## config.mk

```make
export PLATFORM = sky130hd
export DESIGN_NAME = i2c_codec_responder
export DESIGN_NICKNAME = d
export VERILOG_FILES = /design/src/rtl/i2c_pkg.sv /design/src/rtl/i2c_line_sync.sv /design/src/rtl/i2c_codec_responder.sv
export SDC_FILE = /design/constraint.sdc
export NUM_CORES = 1
export LEC_CHECK = 0
export ABC_AREA = 0
export CORE_AREA = 2 2 116 118
export CTS_CLUSTER_SIZE = 20
export DETAILED_ROUTE_END_ITERATION = 8
export DIE_AREA = 0 0 118 120
export GPL_TIMING_DRIVEN = 1
export PLACE_DENSITY = 0.73
export SYNTH_ARGS = -nofsm -noshare
export SYNTH_HDL_FRONTEND = slang
export SYNTH_SLANG_ARGS = --single-unit
```

## constraint.sdc

```tcl
create_clock -name i_clk -period 6.7 [get_ports i_clk]
set_input_delay 1.675 -clock i_clk [delete_from_list [all_inputs] [get_ports i_clk]]
set_output_delay 1.675 -clock i_clk [all_outputs]
set_load 0.02 [all_outputs]
```

## src/rtl/i2c_pkg.sv

```systemverilog
// Shared definitions for the I2C codec-configuration responder.
//   state_t          FSM state encoding, also exported on the o_state debug port
//   WM8731_ADDR      7-bit device address the codec answers to
//   DEFAULT_NUM_REGS number of implemented 9-bit registers
//   *_W              frame field widths (device addr, register addr, data)
//   ack_next()       state that follows each ACK state
package i2c_pkg;

  typedef enum logic [2:0] {
    S_IDLE      = 3'd0,
    S_ADDR      = 3'd1,
    S_ADDR_ACK  = 3'd2,
    S_BYTE1     = 3'd3,
    S_ACK1      = 3'd4,
    S_BYTE2     = 3'd5,
    S_ACK2      = 3'd6,
    S_WAIT_STOP = 3'd7
  } state_t;

  localparam logic [6:0] WM8731_ADDR      = 7'b0011010;
  localparam int         DEFAULT_NUM_REGS = 10;

  localparam int DEV_ADDR_W = 7;
  localparam int REG_ADDR_W = 7;
  localparam int DATA_W     = 9;

  // Each ACK slot hands over to the byte that follows it; after the data
  // ACK the frame is complete and anything further is ignored.
  function automatic state_t ack_next(input state_t s);
    case (s)
      S_ADDR_ACK: ack_next = S_BYTE1;
      S_ACK1:     ack_next = S_BYTE2;
      default:    ack_next = S_WAIT_STOP;
    endcase
  endfunction

endpackage

```

## src/rtl/i2c_line_sync.sv

```systemverilog
// Bus front end: brings SCL/SDA into the clk domain and detects bus events.
//   clk, rst_n   system clock, async active-low reset
//   scl, sda     raw bus pins (asynchronous)
//   scl_rise     one-cycle pulse, SCL went 0->1
//   scl_fall     one-cycle pulse, SCL went 1->0
//   start        one-cycle pulse, SDA fell while SCL high
//   stop         one-cycle pulse, SDA rose while SCL high
//   sda_s        synchronized SDA, aligned with the event pulses
// Every output is registered, so a pin change is visible here 3 clocks later.
module i2c_line_sync (
  input  logic clk,
  input  logic rst_n,
  input  logic scl,
  input  logic sda,
  output logic scl_rise,
  output logic scl_fall,
  output logic start,
  output logic stop,
  output logic sda_s
);

  logic [1:0] scl_sync;
  logic [1:0] sda_sync;
  logic       scl_prev;
  logic       sda_prev;

  // The idle bus is high on both lines, so the pipeline resets to 1s and
  // reset release does not fabricate an edge on a quiet bus.
  always_ff @(posedge clk or negedge rst_n) begin
    if (!rst_n) begin
      scl_sync <= 2'b11;
      sda_sync <= 2'b11;
      scl_prev <= 1'b1;
      sda_prev <= 1'b1;
      scl_rise <= 1'b0;
      scl_fall <= 1'b0;
      start    <= 1'b0;
      stop     <= 1'b0;
      sda_s    <= 1'b1;
    end else begin
      scl_sync <= {scl_sync[0], scl};
      sda_sync <= {sda_sync[0], sda};
      scl_prev <= scl_sync[1];
      sda_prev <= sda_sync[1];
      scl_rise <= scl_sync[1] & ~scl_prev;
      scl_fall <= ~scl_sync[1] & scl_prev;
      // SCL must be high both before and after the SDA change.
      start    <= scl_sync[1] & scl_prev & sda_prev & ~sda_sync[1];
      stop     <= scl_sync[1] & scl_prev & ~sda_prev & sda_sync[1];
      sda_s    <= sda_sync[1];
    end
  end

endmodule

```

## src/rtl/i2c_codec_responder.sv

```systemverilog
// Write-only I2C target decoding WM8731-style 24-bit configuration frames
// (device address + W, {reg[6:0], data[8]}, data[7:0]) into a shadow
// register file.
//   i_clk, i_rst_n   system clock (>= 8x SCL), async active-low reset
//   i_sclk, i_sdat   bus SCL/SDA inputs
//   o_sdat, o_oen    SDA drive: o_sdat is always 0, o_oen=1 pulls SDA low (ACK)
//   o_wr_valid/addr/data   committed register write
//   i_rd_addr, o_rd_data   combinational read port, 0 beyond NUM_REGS
//   o_state          FSM state (i2c_pkg::state_t encoding)
//   o_frame_count    committed frames, wraps at 255
// Write port handshake: o_wr_valid is a single-cycle strobe with no ready;
// o_wr_addr/o_wr_data are valid in that cycle and hold until the next write,
// and reg[] already holds the new value in that same cycle.
module i2c_codec_responder
  import i2c_pkg::*;
#(
  parameter logic [DEV_ADDR_W-1:0] DEV_ADDR = WM8731_ADDR,
  parameter int                    NUM_REGS = DEFAULT_NUM_REGS
) (
  input  logic              i_clk,
  input  logic              i_rst_n,
  input  logic              i_sclk,
  input  logic              i_sdat,
  output logic              o_sdat,
  output logic              o_oen,
  output logic              o_wr_valid,
  output logic [3:0]        o_wr_addr,
  output logic [DATA_W-1:0] o_wr_data,
  input  logic [3:0]        i_rd_addr,
  output logic [DATA_W-1:0] o_rd_data,
  output logic [2:0]        o_state,
  output logic [7:0]        o_frame_count
);

  logic scl_rise, scl_fall, start, stop, sda_s;

  i2c_line_sync u_line_sync (
    .clk      (i_clk),
    .rst_n    (i_rst_n),
    .scl      (i_sclk),
    .sda      (i_sdat),
    .scl_rise (scl_rise),
    .scl_fall (scl_fall),
    .start    (start),
    .stop     (stop),
    .sda_s    (sda_s)
  );

  state_t              state, state_d;
  logic [2:0]          bit_cnt, bit_cnt_d;
  logic [7:0]          shift, shift_d;
  logic [3:0]          reg_addr, reg_addr_d;
  logic                data_msb, data_msb_d;
  logic                oen, oen_d;
  logic                wr_valid, wr_valid_d;
  logic [3:0]          wr_addr, wr_addr_d;
  logic [DATA_W-1:0]   wr_data, wr_data_d;
  logic [7:0]          frame_count;
  logic [DATA_W-1:0]   regs [NUM_REGS];

  // The byte as it stands once the current bit is shifted in.
  logic [7:0]            byte_in;
  logic [DEV_ADDR_W-1:0] dev_field;
  logic [REG_ADDR_W-1:0] reg_field;

  assign byte_in   = {shift[6:0], sda_s};
  assign dev_field = byte_in[7:1];
  assign reg_field = byte_in[7:1];

  always_comb begin
    state_d    = state;
    bit_cnt_d  = bit_cnt;
    shift_d    = shift;
    reg_addr_d = reg_addr;
    data_msb_d = data_msb;
    oen_d      = oen;
    wr_valid_d = 1'b0;
    wr_addr_d  = wr_addr;
    wr_data_d  = wr_data;

    // START outranks a coincident SCL edge; STOP likewise overrides any state.
    if (start) begin
      state_d   = S_ADDR;
      bit_cnt_d = 3'd0;
      oen_d     = 1'b0;
    end else if (stop) begin
      state_d = S_IDLE;
      oen_d   = 1'b0;
    end else begin
      case (state)
        S_ADDR, S_BYTE1, S_BYTE2, S_WAIT_STOP: begin
          if (scl_rise) begin
            shift_d   = byte_in;
            bit_cnt_d = bit_cnt + 3'd1;   // wraps to 0 on the 8th bit
            if (bit_cnt == 3'd7) begin
              if (state == S_ADDR) begin
                if (dev_field == DEV_ADDR && !byte_in[0]) state_d = S_ADDR_ACK;
                else                                      state_d = S_IDLE;
              end else if (state == S_BYTE1) begin
                if (reg_field < REG_ADDR_W'(NUM_REGS)) begin
                  reg_addr_d = reg_field[3:0];
                  data_msb_d = byte_in[0];
                  state_d    = S_ACK1;
                end else begin
                  state_d = S_IDLE;
                end
              end else if (state == S_BYTE2) begin
                wr_valid_d = 1'b1;
                wr_addr_d  = reg_addr;
                wr_data_d  = {data_msb, byte_in};
                state_d    = S_ACK2;
              end
            end
          end
        end
        // The ACK state is entered on the 8th rising edge; the following
        // falling edge opens the ACK bit and the one after that closes it.
        // The ACK clock's own rising edge is deliberately not counted.
        S_ADDR_ACK, S_ACK1, S_ACK2: begin
          if (scl_fall) begin
            if (!oen) begin
              oen_d = 1'b1;
            end else begin
              oen_d   = 1'b0;
              state_d = ack_next(state);
            end
          end
        end
        default: ;
      endcase
    end
  end

  always_ff @(posedge i_clk or negedge i_rst_n) begin
    if (!i_rst_n) begin
      state       <= S_IDLE;
      bit_cnt     <= 3'd0;
      shift       <= 8'd0;
      reg_addr    <= 4'd0;
      data_msb    <= 1'b0;
      oen         <= 1'b0;
      wr_valid    <= 1'b0;
      wr_addr     <= 4'd0;
      wr_data     <= '0;
      frame_count <= 8'd0;
    end else begin
      state    <= state_d;
      bit_cnt  <= bit_cnt_d;
      shift    <= shift_d;
      reg_addr <= reg_addr_d;
      data_msb <= data_msb_d;
      oen      <= oen_d;
      wr_valid <= wr_valid_d;
      wr_addr  <= wr_addr_d;
      wr_data  <= wr_data_d;
      if (wr_valid_d) frame_count <= frame_count + 8'd1;
    end
  end

  // Register file: the commit is the only writer.
  always_ff @(posedge i_clk or negedge i_rst_n) begin
    if (!i_rst_n) begin
      for (int i = 0; i < NUM_REGS; i++) regs[i] <= '0;
    end else if (wr_valid_d) begin
      for (int i = 0; i < NUM_REGS; i++) begin
        if (wr_addr_d == 4'(i)) regs[i] <= wr_data_d;
      end
    end
  end

  always_comb begin
    o_rd_data = '0;
    for (int i = 0; i < NUM_REGS; i++) begin
      if (i_rd_addr == 4'(i)) o_rd_data = regs[i];
    end
  end

  assign o_sdat        = 1'b0;
  assign o_oen         = oen;
  assign o_wr_valid    = wr_valid;
  assign o_wr_addr     = wr_addr;
  assign o_wr_data     = wr_data;
  assign o_state       = state;
  assign o_frame_count = frame_count;

endmodule

```

After elaboration in Yosys (flattened, before gate mapping)
Index checks and enable logic that the tools add are counted.

operators by class
  mux-type cells = 56
  add/sub/neg operators = 2
  magnitude comparators = 1
  bitwise logic cells = 14
  equality and inequality tests = 33
  reduce and logical (&&, ||, !) cells = 26

operator list
  cell                                                    count
  two-way mux 9 bit                                       18
  two-way mux 3 bit                                       14
  == test 4 x 3 -> 1 bit (second input constant)          8
  two-way mux 4 bit                                       8
  AND reduction 2 bit                                     11
  == test 4 x 2 -> 1 bit (second input constant)          4
  == test 4 bit (second input constant)                   4
  == test 3 bit (second input constant)                   5
  two-way mux 1 bit                                       13
  one-hot mux 3 bit (2 select lines)                      2
  adder 8 x 1 -> 8 bit (second input constant)            1
  == test 4 x 1 -> 1 bit (second input constant)          2
  zero test 4 bit                                         2
  inequality test 4 x 1 -> 1 bit (second input constant)  2
  inequality test 4 x 2 -> 1 bit (second input constant)  2
  AND reduction 8 bit                                     1
  bitwise AND 1 bit                                       7
  == test 7 x 5 -> 1 bit (second input constant)          1
  < comparator 7 x 4 -> 1 bit (second input constant)     1
  NOT 1 bit                                               7
  == test 3 x 2 -> 1 bit (second input constant)          2
  inequality test 6 x 4 -> 1 bit (second input constant)  1
  AND reduction 6 bit                                     1
  nonzero test 3 bit                                      2
  12 further kinds                                        13

storage, ports and cells
  flip-flop bits (word level) = 141
  output and inout port bits = 36
  logic and storage cells = 160

Depth between registers and ports, before layout
  word-level depth = 11
  depth in mapped cells = 11

Cells and area by module
From an unflattened synthesis, not the netlist that was laid out.

unflattened totals
  cell total of the unflattened synthesis = 531
  area total of the unflattened synthesis = 6271.0 µm²

modules (own cells, without submodules)
  module               cells an instance  times used  seq. area each (µm²)  area each (µm²)
  i2c_codec_responder  517                1           3278.1                5980.7
  i2c_line_sync        14                 1           257.7                 290.3

Least setup slack after synthesis
OpenSTA, ideal clock, no wires.

  path type = input to output
  start = input i_rd_addr[1]
  end = output o_rd_data[8]
  cell stages on the path = 6
  path slack = 1741 ps
  data arrival time = 3284 ps
  data required time = 5025 ps
  cell sequence = clkbuf_1 > buf_1 > clkbuf_1 > a31oi_1 > o22a_1 > a21oi_1

between the ends
  cells in the longest elaborated chain, start to end = 11
  elaborated cells between the ends (all ways) = 20
  classes of those cells = eq/ne: 9; mux: 10; reduce/logical: 1

ends and longest elaborated chain
  item                            line                        RTL
  start: declaration              i2c_codec_responder.sv:29   input logic [3:0] i_rd_addr,
  zero test 4 bit                 i2c_codec_responder.sv:174  if (i_rd_addr == 4'(i)) o_rd_data = regs[i];
  two-way mux 9 bit (9 in a row)  i2c_codec_responder.sv:174
  two-way mux 9 bit (*)           i2c_codec_responder.sv:174
  end: declaration                i2c_codec_responder.sv:30   output logic [DATA_W-1:0] o_rd_data,

Mark *: on every way between the ends. The rest lies on a longest branch, timed or not.

Final worst setup path
  start = input i_rd_addr[2]
  end = output o_rd_data[3]

Same word-level chain as after synthesis.

==> run_results.csv <==
group,metric,value,unit
status,outcome,"finished clean",
synth,yosysTopAreaCell,"dfrtp_1",
clocking,cts_inserted_buffers,17,
timing,setup_viol,0,
timing,worst_slew_pin_slew,1170,ps
timing,rsz0062_at_grt,"no",
power_and_ir_drop,ir_drop,0.183,mV
clocking,post_cts_resized,0,
timing,slew_headroom,19.8,%
global_route,grt_usage,22.2,%
worst_setup_path,end_kind,"output port",
floorplan,die-area,14200,µm²
routing,maxUsedRoutingLayer,"met4",
timing,period_needed,6120,ps
worst_hold_path,min-delay-path-class,"flop to flop",
worst_setup_path,path_cells,"clkdlybuf4s50_1, nor3b_1, a21oi_1, o22ai_1, o211ai_1, o221ai_1, clkdlybuf4s50_1",
synth,synth_warnings,0,
layout,nNetsFinal,663,
power_and_ir_drop,leakage,3.36,nW
synth,synth_cells,628,
floorplan,start_util,48.4,%
synth,synth.top_cell.area_share,53.8,%
routing,wirelength,14900,µm
clocking,clk_latency,430,ps
clocking,cts_tree,"yes",
layout,antenna_cells,0,
layout,layout-area-overhead-vs-synth,17.4,%
synth,async_flop_share,100,%
clocking,post_cts_buffers,0,
floorplan,fp-row-count,42,
timing,fin_crit_sh,91.3,%
clocking,clkTransAtPathRegs,60,ps
global_route,grt_pass1_wl,24200,µm
global_route,antenna_found_initial,0,
worst_setup_path,crit_required,5030,ps
global_route,overflow,0,
timing,setup_tns,0,ps
clocking,cts-root-buf,"clkbuf_16",
floorplan,die_h,120,µm
layout,utilization,56.8,%
routing,drcViolationCount,0,
clocking,htreeDepth,4,
timing,clock_skew,9.19,ps
routing,met2_length,7290,µm
synth,ys.flop_type,"dfrtp_1",
synth,synthMostInstantiatedCell,"dfrtp_1",
floorplan,io_pins,44,
synth,syn-cell-area,6280,µm²
routing,final_antenna_net_count,0,
timing,max_freq,163,MHz
synth,synth_cell_types,55,
worst_setup_path,start_kind,"input pin",
flow_run,max_cap_viol_count,0,
place,gp_congestion,0.899,
worst_setup_path,critPathMaxStageDelay,900,ps
worst_setup_path,cp_max_fo,20,
synth,synth_edf_count,0,
layout,drive_gt1_share,11.6,%
synth,ys_seq_area_share,56.3,%
routing,drt-pass1-iter-count,4,
worst_setup_path,critPathTopFamily,"buffers and inverters",
place,hpwl,9900,µm
worst_setup_path,path_buf_inv,2,
timing,finalHoldViolations,0,
power_and_ir_drop,power_density,282,nW/µm²
worst_setup_path,critical-path-slowest-cell,"clkdlybuf4s50_1",
timing,hold_ws,356,ps
synth,ys_ff_latch,141,
routing,drtIter0Drc,352,
clocking,cts_buffer_depth,2,
clocking,clock-sinks,141,
global_route,grt_pass1_vias,4684,
clocking,cts_hold_buf,0,
synth,synth_area_leaders,"dfrtp_1, o21ai_0, nand2_1, mux2i_1, mux2_2",
timing,drv_slew,0,
synth,synth_fp_nets,639,
global_route,grt_max_degree,98,
routing,wl_met3,737,µm
routing,met1_length,6530,µm
routing,via_count,4781,
routing,routedWlPerCell,17.7,µm
routing,viasPerCell,5.68,
place,io_buffer_count,42,
synth,syn_area_per_cell,10.0,µm²
floorplan,coreArea,13000,µm²
floorplan,fp.dieW,118,µm
synth,synth_commonest_cells,"dfrtp_1, nand2_1, o21ai_0",
power_and_ir_drop,design_power_total,2.08,mW
worst_setup_path,crit_top_cell,"clkdlybuf4s50_1",
worst_setup_path,timing_worst_setup_path_type,"input pin to output port",
worst_setup_path,arrival,4440,ps
path summary, 6_finish.rpt:
path | startpoint | end | slack, ps | depth (start not counted)
max | i_rd_addr[2] | o_rd_data[3] | 580 | 7
min | u_line_sync.sda_sync[0] | u_line_sync.sda_sync[1] | 360 | 0
max reg2reg | bit_cnt[0] | regs[11] | 3650 | 8
min reg2reg | u_line_sync.sda_sync[0] | u_line_sync.sda_sync[1] | 360 | 0
max in group asynchronous | i_rst_n | regs[72] | 4260 | 2
min in group asynchronous | i_rst_n | regs[43] | 1340 | 1
flip-flops by register name, summed over array words and instances (netlist names):
name                  cells
bit_cnt                   3
data_msb                  1
o_frame_count             8
o_oen                     1
o_state                   3
o_wr_addr                 4
o_wr_data                 9
o_wr_valid                1
reg_addr                  4
regs                     90
shift                     7
u_line_sync.scl_fall      1
u_line_sync.scl_prev      1
u_line_sync.scl_rise      1
u_line_sync.scl_sync      2
u_line_sync.sda_prev      1
u_line_sync.sda_sync      2
u_line_sync.start         1
u_line_sync.stop          1
power breakdown:
part / switching, mW / leakage [nW] / internal [mW] / total, mW
registers: 0.0452 / 1.93 / 0.891 / 0.937
logic: 0.105 / 1.14 / 0.0837 / 0.189
clock network: 0.352 / 0.289 / 0.602 / 0.954
worst reg2reg max path, delay by kind of cell, from the launching register on:
family	cells	cell delay (ps)
fa+ha+maj	2	340
flops	1	360
buf+inv	1	300
compound gates	1	120
simple gates	4	1760
metrics by stage:
step	area, µm²	setup slack [ps]	cells
floorplan	6280	1740	628
global placement	6770	718	809
detailed placement	6770	655	809
CTS	7380	629	841
global route	7380	403	841
finish	7380	580	841
cells by family after synthesis:
group,count (synthesis),share of synthesized area [%]
and+or+nand+nor,199,14.6
AOI/OAI and AO/OA,177,16.2
DFF,141,56.3
buffers and inverters,57,4.00
muxes,42,7.19
xor gates and xnor gates,8,1.12
adders and majority gates,3,0.598
other,1,0.0597
layout make-up:
cell class,count,area [µm²]
Fill cell,1106,5600
Clock inverter,11,141
Multi-Input combinational cell,430,2490
Sequential cell,141,3540
Tap cell,176,220
Inverter,13,50.0
Timing Repair Buffer,49,474
Clock buffer,21,460
per-layer routing:
layer | global-route usage, % | vias up
met5 | 0 | -
met2 | 36.1 | 122
met4 | 9.34 | 0
met1 | 29.2 | 2412
met3 | 4.28 | 27
li1 | - | 2220
cell usage in the layout, fill, tap and decap left out, types with 14 or more instances in the layout:
master           instances
dfrtp_1                135
nand2_1                118
o21ai_0                100
clkdlybuf4s50_1         41
a21oi_1                 30
mux2i_1                 26
nor2_1                  26
clkbuf_16               17
mux2_2                  15
nor2b_1                 14
Note: power is estimated with default switching activity, not from simulation.
==> variant: new RTL, config.mk and constraints unchanged <==
`shift`, `reg_addr`, `wr_addr` and `wr_data` no longer have a reset.
--- a/src/rtl/i2c_codec_responder.sv
+++ b/src/rtl/i2c_codec_responder.sv
@@ -135,26 +135,25 @@
     if (!i_rst_n) begin
       state       <= S_IDLE;
       bit_cnt     <= 3'd0;
-      shift       <= 8'd0;
-      reg_addr    <= 4'd0;
       data_msb    <= 1'b0;
       oen         <= 1'b0;
       wr_valid    <= 1'b0;
-      wr_addr     <= 4'd0;
-      wr_data     <= '0;
       frame_count <= 8'd0;
     end else begin
       state    <= state_d;
       bit_cnt  <= bit_cnt_d;
-      shift    <= shift_d;
-      reg_addr <= reg_addr_d;
       data_msb <= data_msb_d;
       oen      <= oen_d;
       wr_valid <= wr_valid_d;
-      wr_addr  <= wr_addr_d;
-      wr_data  <= wr_data_d;
       if (wr_valid_d) frame_count <= frame_count + 8'd1;
     end
+  end
+
+  always_ff @(posedge i_clk) begin
+    shift    <= shift_d;
+    reg_addr <= reg_addr_d;
+    wr_addr  <= wr_addr_d;
+    wr_data  <= wr_data_d;
   end
 
   // Register file: the commit is the only writer.
Function: same outputs for any inputs over 10 cycles, from zero or initial values and one cycle with i_rst_n low; that may be too few to reach the edited logic, so the function may still have changed.
==> variant against the original RTL <==
  * Sequential cell count unchanged
  * Final cell count down 16%
  * Wire length down 10%
  * Hold slack worse by 0.00094 ns
  * Area after synthesis up 1.8%
  * Clock skew up 0.0033 ns
  * Design area up 1.3%
  * Global-route usage down 2.3 points
  * Setup slack better by 0.40 ns
  * Sequential share of layout area down 0.77 points
Power is not compared: it rests on default switching activity, and its combinational part moved more than twofold at a synthesized area within 25%.
==> variant: results (changes against the original RTL) <==
- Synth Net Count: 500 (was 639)
- Post-Route WL: 13.3 mm (was 14.9 mm)
- Largest net degree at the start of global routing: 64 (was 98)
- Number of nets in the layout: 532 (was 663)
- Outcome: finished clean (unchanged)
- Max FO, Critical Path: 10 (was 20)
- Worst EP arrival: 4.05 ns (was 4.44 ns)
- Number of synthesized flops with an enable pin: 11 (was 0)
- Routed wire per std cell: 18.8 µm (was 17.7 µm)
- Clock latency on the worst-skew pair: 0.42 ns
- Worst Tran Pin Value: 1.01 ns (was 1.17 ns)
- Fraction of layout cells with a size suffix above 1: 0.305 (was 0.116)
- Setup slack at placement: 0.984 ns (was 0.655 ns)
- Initial antenna violation count: 0 (unchanged)
- Pre-Repair DR Iteration Count: 5 (was 4)
- Crit path from: i_rd_addr[0] (was i_rd_addr[2])
- Worst Skew: 0.0125 ns (was 0.00919 ns)
- Post-placement cell count: 678 (was 809)
- Hold path start: u_line_sync.scl_sync[0] (was u_line_sync.sda_sync[0])
- Post-synthesis sequential area ratio: 0.552 (was 0.563)
- Worst path max stage delay: 0.65 ns (was 0.90 ns)
- Ys async rst share: 0.830 (was 1.00)
- Slowest cell on crit path: clkdlybuf4s50_1 (unchanged)
- Top cells by count, synth: 111 x dfrtp_1, 103 x mux2_2, 37 x nor2_1 (was 135 x dfrtp_1, 118 x nand2_1, 100 x o21ai_0)
- Routed vias: 4,006 (was 4,781)
- Initial drt markers: 231 (was 352)
- First-pass GRT wire length: 21.7 mm (was 24.2 mm)
- Vias in the first global route: 4,109 (was 4,684)
- All-layer global routing usage: 0.199 (was 0.222)
- DP Area: 6890 µm² (was 6770 µm²)
- Yosys cell types: 51 (was 55)
## variant: changes by cell type in the layout (fill, tap and decap cells not counted), moves of 11 or more
cell	unedited run	this run
dfrtp_1	135	111
dfxtp_1	0	13
edfxtp_1	0	11
mux2_2	15	103
nand2_1	118	6
nor2_1	26	37
o21ai_0	100	3
## variant: logic make-up after synthesis
group                      synth area share
other                              0.000587
DFF                                   0.552
muxes                                 0.245
buffers and inverters                0.0347
xor gates and xnor gates             0.0123
AOI/OAI and AO/OA                    0.0554
adders and majority gates           0.00587
and+or+nand+nor                      0.0942
## variant: stage by stage
step | hold slack (ns) | util
final | 0.355 | 0.576
after global routing | 0.361 | 0.576
after CTS | 0.356 | 0.576
after detailed placement | 0.347 | 0.531
after global placement | 0.346 | 0.531
after floorplan | 0.345 | -
## variant: power by group
part           switching, mW  internal [mW]
Sequential           0.00458          0.865
Clock                  0.382          0.539
Combinational         0.0464         0.0253
Total                  0.433           1.43
## variant: path summary, 6_finish.rpt
check	end	cells after the start	slack, ns
max reg2reg	regs[64]	7	4.00
min	u_line_sync.scl_sync[1]	0	0.35
max	o_rd_data[7]	7	0.98
min reg2reg	u_line_sync.scl_sync[1]	0	0.35
min in group asynchronous	o_frame_count[0]	1	1.35
max in group asynchronous	regs[31]	2	4.14
## variant: layout make-up
cell class | count | area (µm²)
fill | 1031 | 5510
sequential | 141 | 3530
multi-input combinational | 304 | 2640
timing repair buffer | 50 | 473
clock buffer | 18 | 450
tap | 176 | 220
clock inverter | 14 | 135
inverter | 7 | 26.3
## variant: routing by layer
layer	vias to the layer above	share of wire	GRT usage
li1	1837	-	-
met1	2037	0.42	0.253
met2	108	0.52	0.330
met3	24	0.038	0.0471
met4	0	0.023	0.0783
met5	-	0	0
